**config.mk**
```make
export PLATFORM = sky130hd
export DESIGN_NAME = led_pattern_gen
export DESIGN_NICKNAME = d
export VERILOG_FILES = /design/src/rtl/led_pattern_gen_pkg.sv /design/src/rtl/led_color_wheel.sv /design/src/rtl/led_pattern_gen.sv
export SDC_FILE = /design/constraint.sdc
export NUM_CORES = 1
export LEC_CHECK = 0
export BUFFER_PORTS_ARGS = -buffer_cell sky130_fd_sc_hd__buf_2
export CORE_MARGIN = 10
export CORE_UTILIZATION = 36
export CTS_CLUSTER_DIAMETER = 150
export DETAILED_ROUTE_END_ITERATION = 10
export GPL_ROUTABILITY_DRIVEN = 0
export GPL_TIMING_DRIVEN = 0
export PLACE_DENSITY = 0.53
export SLEW_MARGIN = 30
export SYNTH_ARGS = -nofsm -noshare
export SYNTH_HDL_FRONTEND = slang
export SYNTH_HIERARCHICAL = 1
export SYNTH_SLANG_ARGS = --single-unit
```
**constraint.sdc**
```tcl
create_clock -name clk -period 7.6 [get_ports clk]
set_input_delay 0.38 -clock clk [delete_from_list [all_inputs] [get_ports clk]]
set_output_delay 0.38 -clock clk [all_outputs]
set_load 0.05 [all_outputs]
```
**src/rtl/led_pattern_gen_pkg.sv**
```systemverilog
`default_nettype none
// +----------------------------------------------------------------------+
// | Module      : led_pattern_gen_pkg                                    |
// | Description : Shared encodings and colour-scaling helpers for the    |
// |               LED pattern generator.                                 |
// | Revision    : 1.0                                                    |
// +----------------------------------------------------------------------+
package led_pattern_gen_pkg;

    localparam logic [1:0] MODE_STATIC  = 2'd0;
    localparam logic [1:0] MODE_RAINBOW = 2'd1;
    localparam logic [1:0] MODE_CHASE   = 2'd2;
    localparam logic [1:0] MODE_BREATHE = 2'd3;

    typedef enum logic [1:0] {
        ST_IDLE   = 2'd0,
        ST_CALC   = 2'd1,
        ST_COMMIT = 2'd2
    } state_t;

    localparam int G_HI     = 23;
    localparam int R_HI     = 15;
    localparam int B_HI     = 7;
    localparam int LED_BITS = 24;

    // (c * (s + 1)) >> 8 so that s = 255 passes the component through unchanged
    function automatic logic [7:0] scale8(input logic [7:0] c, input logic [7:0] s);
        logic [15:0] p;
        p = {8'd0, c} * ({8'd0, s} + 16'd1);
        return p[15:8];
    endfunction

    function automatic logic [23:0] scale_grb(input logic [23:0] grb, input logic [7:0] s);
        return {scale8(grb[G_HI -: 8], s),
                scale8(grb[R_HI -: 8], s),
                scale8(grb[B_HI -: 8], s)};
    endfunction

endpackage
`default_nettype wire

```
**src/rtl/led_color_wheel.sv**
```systemverilog
`default_nettype none
// +----------------------------------------------------------------------+
// | Module      : led_color_wheel                                        |
// | Description : Combinational 8-bit hue to GRB colour wheel.           |
// | Revision    : 1.0                                                    |
// +----------------------------------------------------------------------+
module led_color_wheel (
    input  logic [7:0]  hue_i,
    output logic [23:0] grb_o
);

    logic [7:0] w_h3;

    always_comb begin
        w_h3  = 8'd0;
        grb_o = 24'd0;
        if (hue_i < 8'd85) begin
            w_h3  = hue_i * 8'd3;
            grb_o = {w_h3, 8'd255 - w_h3, 8'd0};
        end else if (hue_i < 8'd170) begin
            w_h3  = (hue_i - 8'd85) * 8'd3;
            grb_o = {8'd255 - w_h3, 8'd0, w_h3};
        end else begin
            w_h3  = (hue_i - 8'd170) * 8'd3;
            grb_o = {8'd0, w_h3, 8'd255 - w_h3};
        end
    end

endmodule
`default_nettype wire

```
**src/rtl/led_pattern_gen.sv**
```systemverilog
`default_nettype none
// +----------------------------------------------------------------------+
// | Module      : led_pattern_gen                                        |
// | Description : Frame-based LED animation generator producing a packed |
// |               GRB vector, committed atomically once per frame.       |
// | Revision    : 1.0                                                    |
// +----------------------------------------------------------------------+
module led_pattern_gen
    import led_pattern_gen_pkg::*;
#(
    parameter int LED_CNT      = 1,
    parameter int FRAME_DIV    = 500000,
    parameter int HUE_STEP     = 2,
    parameter int HUE_SPREAD   = 16,
    parameter int BREATHE_STEP = 4
) (
    input  logic                          clk,
    input  logic                          reset,
    input  logic                          enable_i,
    input  logic [1:0]                    mode_i,
    input  logic [23:0]                   color_i,
    input  logic [7:0]                    brightness_i,
    output logic [LED_BITS*LED_CNT-1:0]   data_o,
    output logic                          frame_o,
    output logic                          busy_o
);

    localparam int IDX_W  = (LED_CNT > 1) ? $clog2(LED_CNT) : 1;
    localparam int CNT_W  = (FRAME_DIV > 1) ? $clog2(FRAME_DIV) : 1;
    localparam int DATA_W = LED_BITS * LED_CNT;

    state_t               state_q;
    logic [CNT_W-1:0]     div_q;
    logic                 w_tick;
    logic [IDX_W-1:0]     idx_q;
    logic [IDX_W-1:0]     pos_q, pos_d;
    logic [7:0]           hue_q, hue_d;
    logic [7:0]           level_q, level_d;
    logic                 dir_down_q, dir_down_d;
    logic [8:0]           w_level_sum;
    logic [1:0]           mode_q;
    logic [23:0]          color_q;
    logic [7:0]           bright_q;
    logic [DATA_W-1:0]    shadow_q;
    logic [DATA_W-1:0]    data_q, frame_d;
    logic                 frame_q, busy_q;
    logic [7:0]           w_wheel_hue;
    logic [23:0]          w_wheel_grb, w_led_grb;

    assign data_o  = data_q;
    assign frame_o = frame_q;
    assign busy_o  = busy_q;

    always_ff @(posedge clk) begin
        if (reset) begin
            div_q <= '0;
        end else if (enable_i) begin
            div_q <= (div_q == CNT_W'(FRAME_DIV - 1)) ? '0 : div_q + CNT_W'(1);
        end
    end

    assign w_tick = enable_i && (div_q == CNT_W'(FRAME_DIV - 1));

    assign w_wheel_hue = hue_q + 8'(32'(idx_q) * HUE_SPREAD);

    led_color_wheel u_wheel (
        .hue_i (w_wheel_hue),
        .grb_o (w_wheel_grb)
    );

    always_comb begin
        w_led_grb = 24'd0;
        case (mode_q)
            MODE_STATIC:  w_led_grb = scale_grb(color_q, bright_q);
            MODE_RAINBOW: w_led_grb = scale_grb(w_wheel_grb, bright_q);
            MODE_CHASE:   w_led_grb = (idx_q == pos_q) ? scale_grb(color_q, bright_q) : 24'd0;
            default:      w_led_grb = scale_grb(color_q, level_q);
        endcase
    end

    // Animation state for the next frame; only latched at COMMIT
    always_comb begin
        hue_d       = hue_q + 8'(HUE_STEP);
        pos_d       = (pos_q == IDX_W'(LED_CNT - 1)) ? '0 : pos_q + IDX_W'(1);
        level_d     = level_q;
        dir_down_d  = dir_down_q;
        w_level_sum = {1'b0, level_q} + 9'(BREATHE_STEP);
        if (!dir_down_q) begin
            if (w_level_sum >= 9'd255) begin
                level_d    = 8'd255;
                dir_down_d = 1'b1;
            end else begin
                level_d = w_level_sum[7:0];
            end
        end else begin
            if ({1'b0, level_q} <= 9'(BREATHE_STEP)) begin
                level_d    = 8'd0;
                dir_down_d = 1'b0;
            end else begin
                level_d = level_q - 8'(BREATHE_STEP);
            end
        end
    end

    // The LED computed in the final CALC cycle bypasses the shadow into the frame
    for (genvar k = 0; k < LED_CNT; k++) begin : g_pack
        assign frame_d[LED_BITS*k +: LED_BITS] =
            (idx_q == IDX_W'(k)) ? w_led_grb : shadow_q[LED_BITS*k +: LED_BITS];
    end

    always_ff @(posedge clk) begin
        if (state_q == ST_CALC) begin
            for (int k = 0; k < LED_CNT; k++) begin
                if (idx_q == IDX_W'(k)) begin
                    shadow_q[LED_BITS*k +: LED_BITS] <= w_led_grb;
                end
            end
        end
    end

    always_ff @(posedge clk) begin
        if (reset) begin
            state_q    <= ST_IDLE;
            idx_q      <= '0;
            pos_q      <= '0;
            hue_q      <= 8'd0;
            level_q    <= 8'd0;
            dir_down_q <= 1'b0;
            mode_q     <= MODE_STATIC;
            color_q    <= 24'd0;
            bright_q   <= 8'd0;
            data_q     <= '0;
            frame_q    <= 1'b0;
            busy_q     <= 1'b0;
        end else begin
            frame_q <= 1'b0;
            case (state_q)
                ST_IDLE: begin
                    if (w_tick) begin
                        mode_q   <= mode_i;
                        color_q  <= color_i;
                        bright_q <= brightness_i;
                        idx_q    <= '0;
                        busy_q   <= 1'b1;
                        state_q  <= ST_CALC;
                    end
                end
                ST_CALC: begin
                    if (idx_q == IDX_W'(LED_CNT - 1)) begin
                        data_q  <= frame_d;
                        frame_q <= 1'b1;
                        state_q <= ST_COMMIT;
                    end else begin
                        idx_q <= idx_q + IDX_W'(1);
                    end
                end
                ST_COMMIT: begin
                    hue_q      <= hue_d;
                    pos_q      <= pos_d;
                    level_q    <= level_d;
                    dir_down_q <= dir_down_d;
                    busy_q     <= 1'b0;
                    state_q    <= ST_IDLE;
                end
                default: begin
                    busy_q  <= 1'b0;
                    state_q <= ST_IDLE;
                end
            endcase
        end
    end

endmodule
`default_nettype wire
```
==> out/qor.yml, run 1 <==
timing:
  tns_ns: 0
  period_needed_ns: 7.334
  hold_slack_ns: 0.1970
  finalCritPeriodShare: 0.9651
  setup_viol: 0
  finalHoldViolCount: 0
  drv_slew: 0
  fmax_mhz: 136.3
  fin_ws_ns: 0.2655
  tightest_slew_ns: 1.010
  finalClockSkew_ns: 0.02148
  max_slew_margin: 0.3266
synthesis:
  syn_area_per_cell_um2: 8.399
  dominantRegCellSynth: "dfxtp_1"
  ys_seq_area_frac: 0.08063
  ys_types: 84
  async_flop_share: 0
  ys_warn_count: 6
  netlist_area_um2: 23840
  synth_seq_cells: 96
  synth_edf_count: 0
  syn_inst: 2838
setup_path:
  slowest_delay_ns: 0.57
  path_max_fanout: 7
  worstSetupPathType: "reg2reg"
  start_kind: "flip-flop"
  critical_path_required_ns: 7.90
  slowest_stage: "fa_1"
  cp-end-kind: "flip-flop"
  cp.arrival_ns: 7.63
floorplanning:
  dieArea_um2: 76910
  start_util: 0.3626
  io_pins: 63
  die_h_um: 277.3
  num_rows: 94
  core_area_um2: 65750
  die_w_um: 277.3
routing:
  ant_nets: 0
  post_drt_wl_per_cell_um: 19.95
  dr.pass1.iters: 7
  wirelength_um: 75990
  num_vias: 19589
  viasPerCell: 5.143
  drc: 0
  drtIter0Drc: 1147
final_layout:
  area_growth_pct: 9.265
  fin_cells: 3809
  drive_gt1_frac: 0.06286
  final_cell_mix: "inv_1 (471), and2_1 (364), fa_1 (341), ha_1 (328), nand2_1 (312)"
  fillers: 6677
  fin_nets: 3648
  layout_commonest_cell: "inv_1"
power:
  powerDensity_nw_per_um2: 40.87
  p_leak_nw: 13.30
  vdd_ir_drop_max_mv: 0.1095
clock_tree:
  tritoncts: "done"
  ctsHoldBuffers: 0
  cts_made_buffers: 9
  cts_sinks: 96
  cts_max_path_buffers: 2
  clkTransAtPathRegs_ns: 0.09
  clock_latency_ns: 0.41
  htree_levels: 3
  root_buffer: "clkbuf_16"
global_route:
  gr-usage-all-layers: 0.1990
  grt_pass1_wl_um: 119700
  grt_pass1_vias: 20657
  antenna_found_initial: 8
  grt_remaining_overflow: 0
  grt_max_degree: 21
hold_path:
  hp-class: "in2reg"
placed_design:
  pre_cts_slack_ns: -0.9022
  place_inst: 3770
  hpwl_um: 60780
  io_buffers: 62
job:
  maxCapViolCount: 0
run_status:
  status: "finished, final reports clean"
[sequential cells by signal, indices dropped and copies added, names as in the netlist]
name        cells
color_q        24
data_o         24
div_q          19
bright_q        8
hue_q           7
level_q         7
mode_q          2
state_q         2
busy_o          1
dir_down_q      1
frame_o         1
[Yosys cell counts, drive strengths merged (12+ instances only)]
cell | count | area (um^2)
nand4 | 13 | 81.33
o21ai | 71 | 359.1
inv | 473 | 1775
a21o | 19 | 142.6
a31oi | 20 | 125.1
xnor2 | 110 | 985.9
fa | 341 | 6827
and2 | 366 | 2291
dfxtp | 96 | 1922
clkbuf | 120 | 450.4
nand2 | 312 | 1171
nand3 | 27 | 135.1
ha | 332 | 4154
nor2b | 69 | 434.2
a21oi | 113 | 573.1
o211ai | 12 | 90.09
xor2 | 53 | 464.2
nor3 | 21 | 105.1
nand2b | 18 | 112.6
nor2 | 99 | 371.6
[layer usage]
metal  vias to the layer above  part of all wire  track usage
met5                         -                 0            0
met4                         0             0.029      0.05686
met3                        87             0.057      0.02780
met2                       491              0.46       0.3248
met1                      9919              0.45       0.2694
li1                       9092                 -            -
[area by class of cell]
cell class	instances	area [um^2]	area share
flip-flops and latches	96	1934	0.07427
clock inverters	7	85.08	0.003267
multi-input cells	2149	19970	0.7668
clock buffers	9	225.2	0.008647
well taps	864	1081	0.04151
inverters	474	1783	0.06846
diodes	2	5.005	0.0001922
repair buffers	83	467.9	0.01797
plain buffers	125	493.0	0.01893
[cells by family (layout without fill, tap and decap cells)]
group	count (synthesis)	count (layout)	share of synthesized area
buf+inv	599	698	0.09475
fa+ha+maj	675	675	0.4616
other cells	1	9	0.0001573
xor+xnor	164	164	0.06178
flops	96	96	0.08063
simple gates	970	970	0.2108
compound gates	329	329	0.08861
mux	4	4	0.001732
[timing repair]
action                                  CTS  global route
endpoints found under the setup margin   24            17
pin swaps                                 4            16
setup buffers                             4            17
gates resized for setup                  22            45
[critical path, delay by kind of cell, from the launching register on]
kind	cells	cell delay (ns)
AO/OA/AOI/OAI	12	2.38
buffers and inverters	5	0.47
adder cells (fa/ha/maj)	7	2.93
XOR/XNOR	1	0.20
flip-flops	1	0.40
AND/OR/NAND/NOR	4	0.86
[path summary, 6_finish.rpt]
path                from           to  slack, ns  cells after the start
max             hue_q[3]    data_o[6]       0.27                     29
min          color_i[14]  color_q[14]       0.20                      3
max reg2reg     hue_q[3]    data_o[6]       0.27                     29
min reg2reg   data_o[16]   data_o[16]       0.45                      2
[per-stage QoR]
step | area [um^2] | power, W | util
floorplan | 23860 | 0.0005400 | -
CTS | 25730 | 0.001086 | 0.3914
global placement | 25250 | 0.0005642 | 0.3841
finish | 26050 | 0.001064 | 0.3961
global route | 26040 | 0.001105 | 0.3961
detailed placement | 25290 | 0.0005657 | 0.3847
[where the power goes]
| part | internal (W) | switching (W) |
|---|---|---|
| clock network | 0.000235 | 0.000273 |
| logic | 0.0000174 | 0.0000345 |
| registers | 0.000503 | 0.00000122 |
No activity file was read; power rests on OpenSTA's default activity.
==> run 2, diff against run 1 <==
--- a/config.mk
+++ b/config.mk
@@ -13,6 +13,7 @@
 export GPL_ROUTABILITY_DRIVEN = 0
 export GPL_TIMING_DRIVEN = 0
 export PLACE_DENSITY = 0.53
+export REMOVE_ABC_BUFFERS = 1
 export SLEW_MARGIN = 30
 export SYNTH_ARGS = -nofsm -noshare
 export SYNTH_HDL_FRONTEND = slang
==> out/qor.yml, run 2 (synthesis results as in run 1) <==
final_layout:
  fillers: 6528
  final_cell_mix: "inv_1 (471), and2_1 (363), fa_1 (341), ha_1 (328), nand2_1 (311)"
  utilization: 0.3975
  area_growth_pct: 9.627
  fin_nets: 3558
  drive_gt1_frac: 0.07536
  layout_commonest_cell: "inv_1"
power:
  total_power_w: 0.001093
  p_leak_nw: 13.38
  powerDensity_nw_per_um2: 41.83
  vdd_ir_drop_max_mv: 0.1001
job:
  maxCapViolCount: 0
floorplanning:
  die_w_um: 277.3
  io_pins: 63
  dieArea_um2: 76910
  core_area_um2: 65750
  die_h_um: 277.3
  start_util: 0.3626
  num_rows: 94
routing:
  ant_nets: 0
  drtIter0Drc: 981
  dr.pass1.iters: 5
  viasPerCell: 5.026
  drc: 0
  met1_length_um: 28980
  met2_length_um: 30690
  num_vias: 18688
  wl_met3_um: 2956
  wirelength_um: 63520
  post_drt_wl_per_cell_um: 17.08
  highest-signal-layer: "met4"
global_route:
  gr-usage-all-layers: 0.1674
  grt_max_degree: 61
  grt_pass1_wl_um: 105100
  grt_pass1_vias: 19756
  antenna_found_initial: 2
  grt_remaining_overflow: 0
setup_path:
  cp-end-kind: "flip-flop"
  reg2reg_depth: 30
  cp.arrival_ns: 7.55
  path_max_fanout: 9
  r2r_end: "data_o[5]"
  startpoint: "hue_q[1]"
  crit_end: "data_o[5]"
  slowest_delay_ns: 0.54
  rrSetupSlack_ns: 0.30
  critical_path_required_ns: 7.85
  worstSetupPathType: "reg2reg"
  start_kind: "flip-flop"
  regToRegStartpoint: "hue_q[1]"
  slowest_stage: "fa_1"
clock_tree:
  cts_max_path_buffers: 2
  htree_levels: 3
  clock_latency_ns: 0.41
  cts_made_buffers: 9
  clkTransAtPathRegs_ns: 0.11
  tritoncts: "done"
  cts_sinks: 96
  root_buffer: "clkbuf_16"
  ctsHoldBuffers: 0
timing:
  finalClockSkew_ns: 0.02599
  tightest_slew_ns: 0.9359
  setup_viol: 0
  finalHoldViolCount: 0
  max_slew_margin: 0.3722
  period_needed_ns: 7.300
  drv_slew: 0
  finalCritPeriodShare: 0.9605
  tns_ns: 0
  fmax_mhz: 137.0
  rsz0062_at_grt: "true"
placed_design:
  io_buffers: 62
  hpwl_um: 49300
hold_path:
  hp-class: "in2reg"
  hold_start: "mode_i[1]"
run_status:
  status: "finished, final reports clean"
[run 2: changes by cell type in the layout (fill, tap and decap cells not counted), moves of 3 or more]
cell      previous run  this run
buf_2               65        61
buf_4               21        37
clkbuf_2             7         0
dfxtp_2              1         4
a21oi_1            106       109
buf_6                0         8
a21oi_2              6         2
o21ai_1              7        10
xor2_4               0         4
clkbuf_1           113         0
dfxtp_1             92        88
buf_16               0         8
[run 2: what timing repair did]
item | 4_1_cts | 5_1_grt
setup endpoints to repair | 18 | 23
buffers inserted | 4 | 15
resized for setup | 10 | 27
pin swaps | 2 | 6
[run 2: worst min-delay path by stage]
stage | end | slack, ns | cells after the start
2_1_floorplan | bright_q[0] | 0.45 | 1
3_3_place_gp | data_o[1] | 0.45 | 2
3_5_place_dp | data_o[0] | 0.45 | 2
4_1_cts | mode_q[1] | 0.17 | 3
5_1_grt | mode_q[1] | 0.19 | 3
6_report | mode_q[1] | 0.19 | 3
[run 2: critical path: cells and delay by family, from the launching register on]
kind                     cells  cell delay, ns
XOR/XNOR                     2            0.45
buffers and inverters        5            0.46
adder cells (fa/ha/maj)      7            2.97
AND/OR/NAND/NOR              5            0.78
AO/OA/AOI/OAI               11            2.07
flip-flops                   1            0.39
[run 2: layer usage]
layer	vias to the layer above	global-route usage
met5	-	0
met4	0	0.03289
met3	44	0.02805
met2	319	0.2875
met1	9402	0.2177
li1	8923	-
[run 2: through the flow]
stage	worst slack (ns)	std cells	hold slack, ns	instance area, um^2
CTS	-0.08993	3702	0.1737	25880
detailed placement	-0.6391	3682	0.4459	25490
global route	-0.04512	3717	0.1942	26130
global placement	-3.830	3645	0.4452	24770
finish	0.3003	3718	0.1908	26130
floorplan	0.3943	2719	0.4491	23380
[run 2: area by class of cell]
type,instances,area (um^2),area share
Tap cell,864,1081,0.04137
Clock inverter,7,88.84,0.003400
Antenna cell,1,2.502,0.00009576
Timing Repair Buffer,118,963.4,0.03687
Multi-Input combinational cell,2149,20050,0.7671
Clock buffer,9,225.2,0.008619
Inverter,474,1783,0.06823
Sequential cell,96,1942,0.07431
[run 2: report_power, final]
| group | switching [W] | internal (W) |
|---|---|---|
| combinational | 0.0000286 | 0.0000163 |
| clock | 0.000304 | 0.000241 |
| sequential | 0.00000123 | 0.000502 |
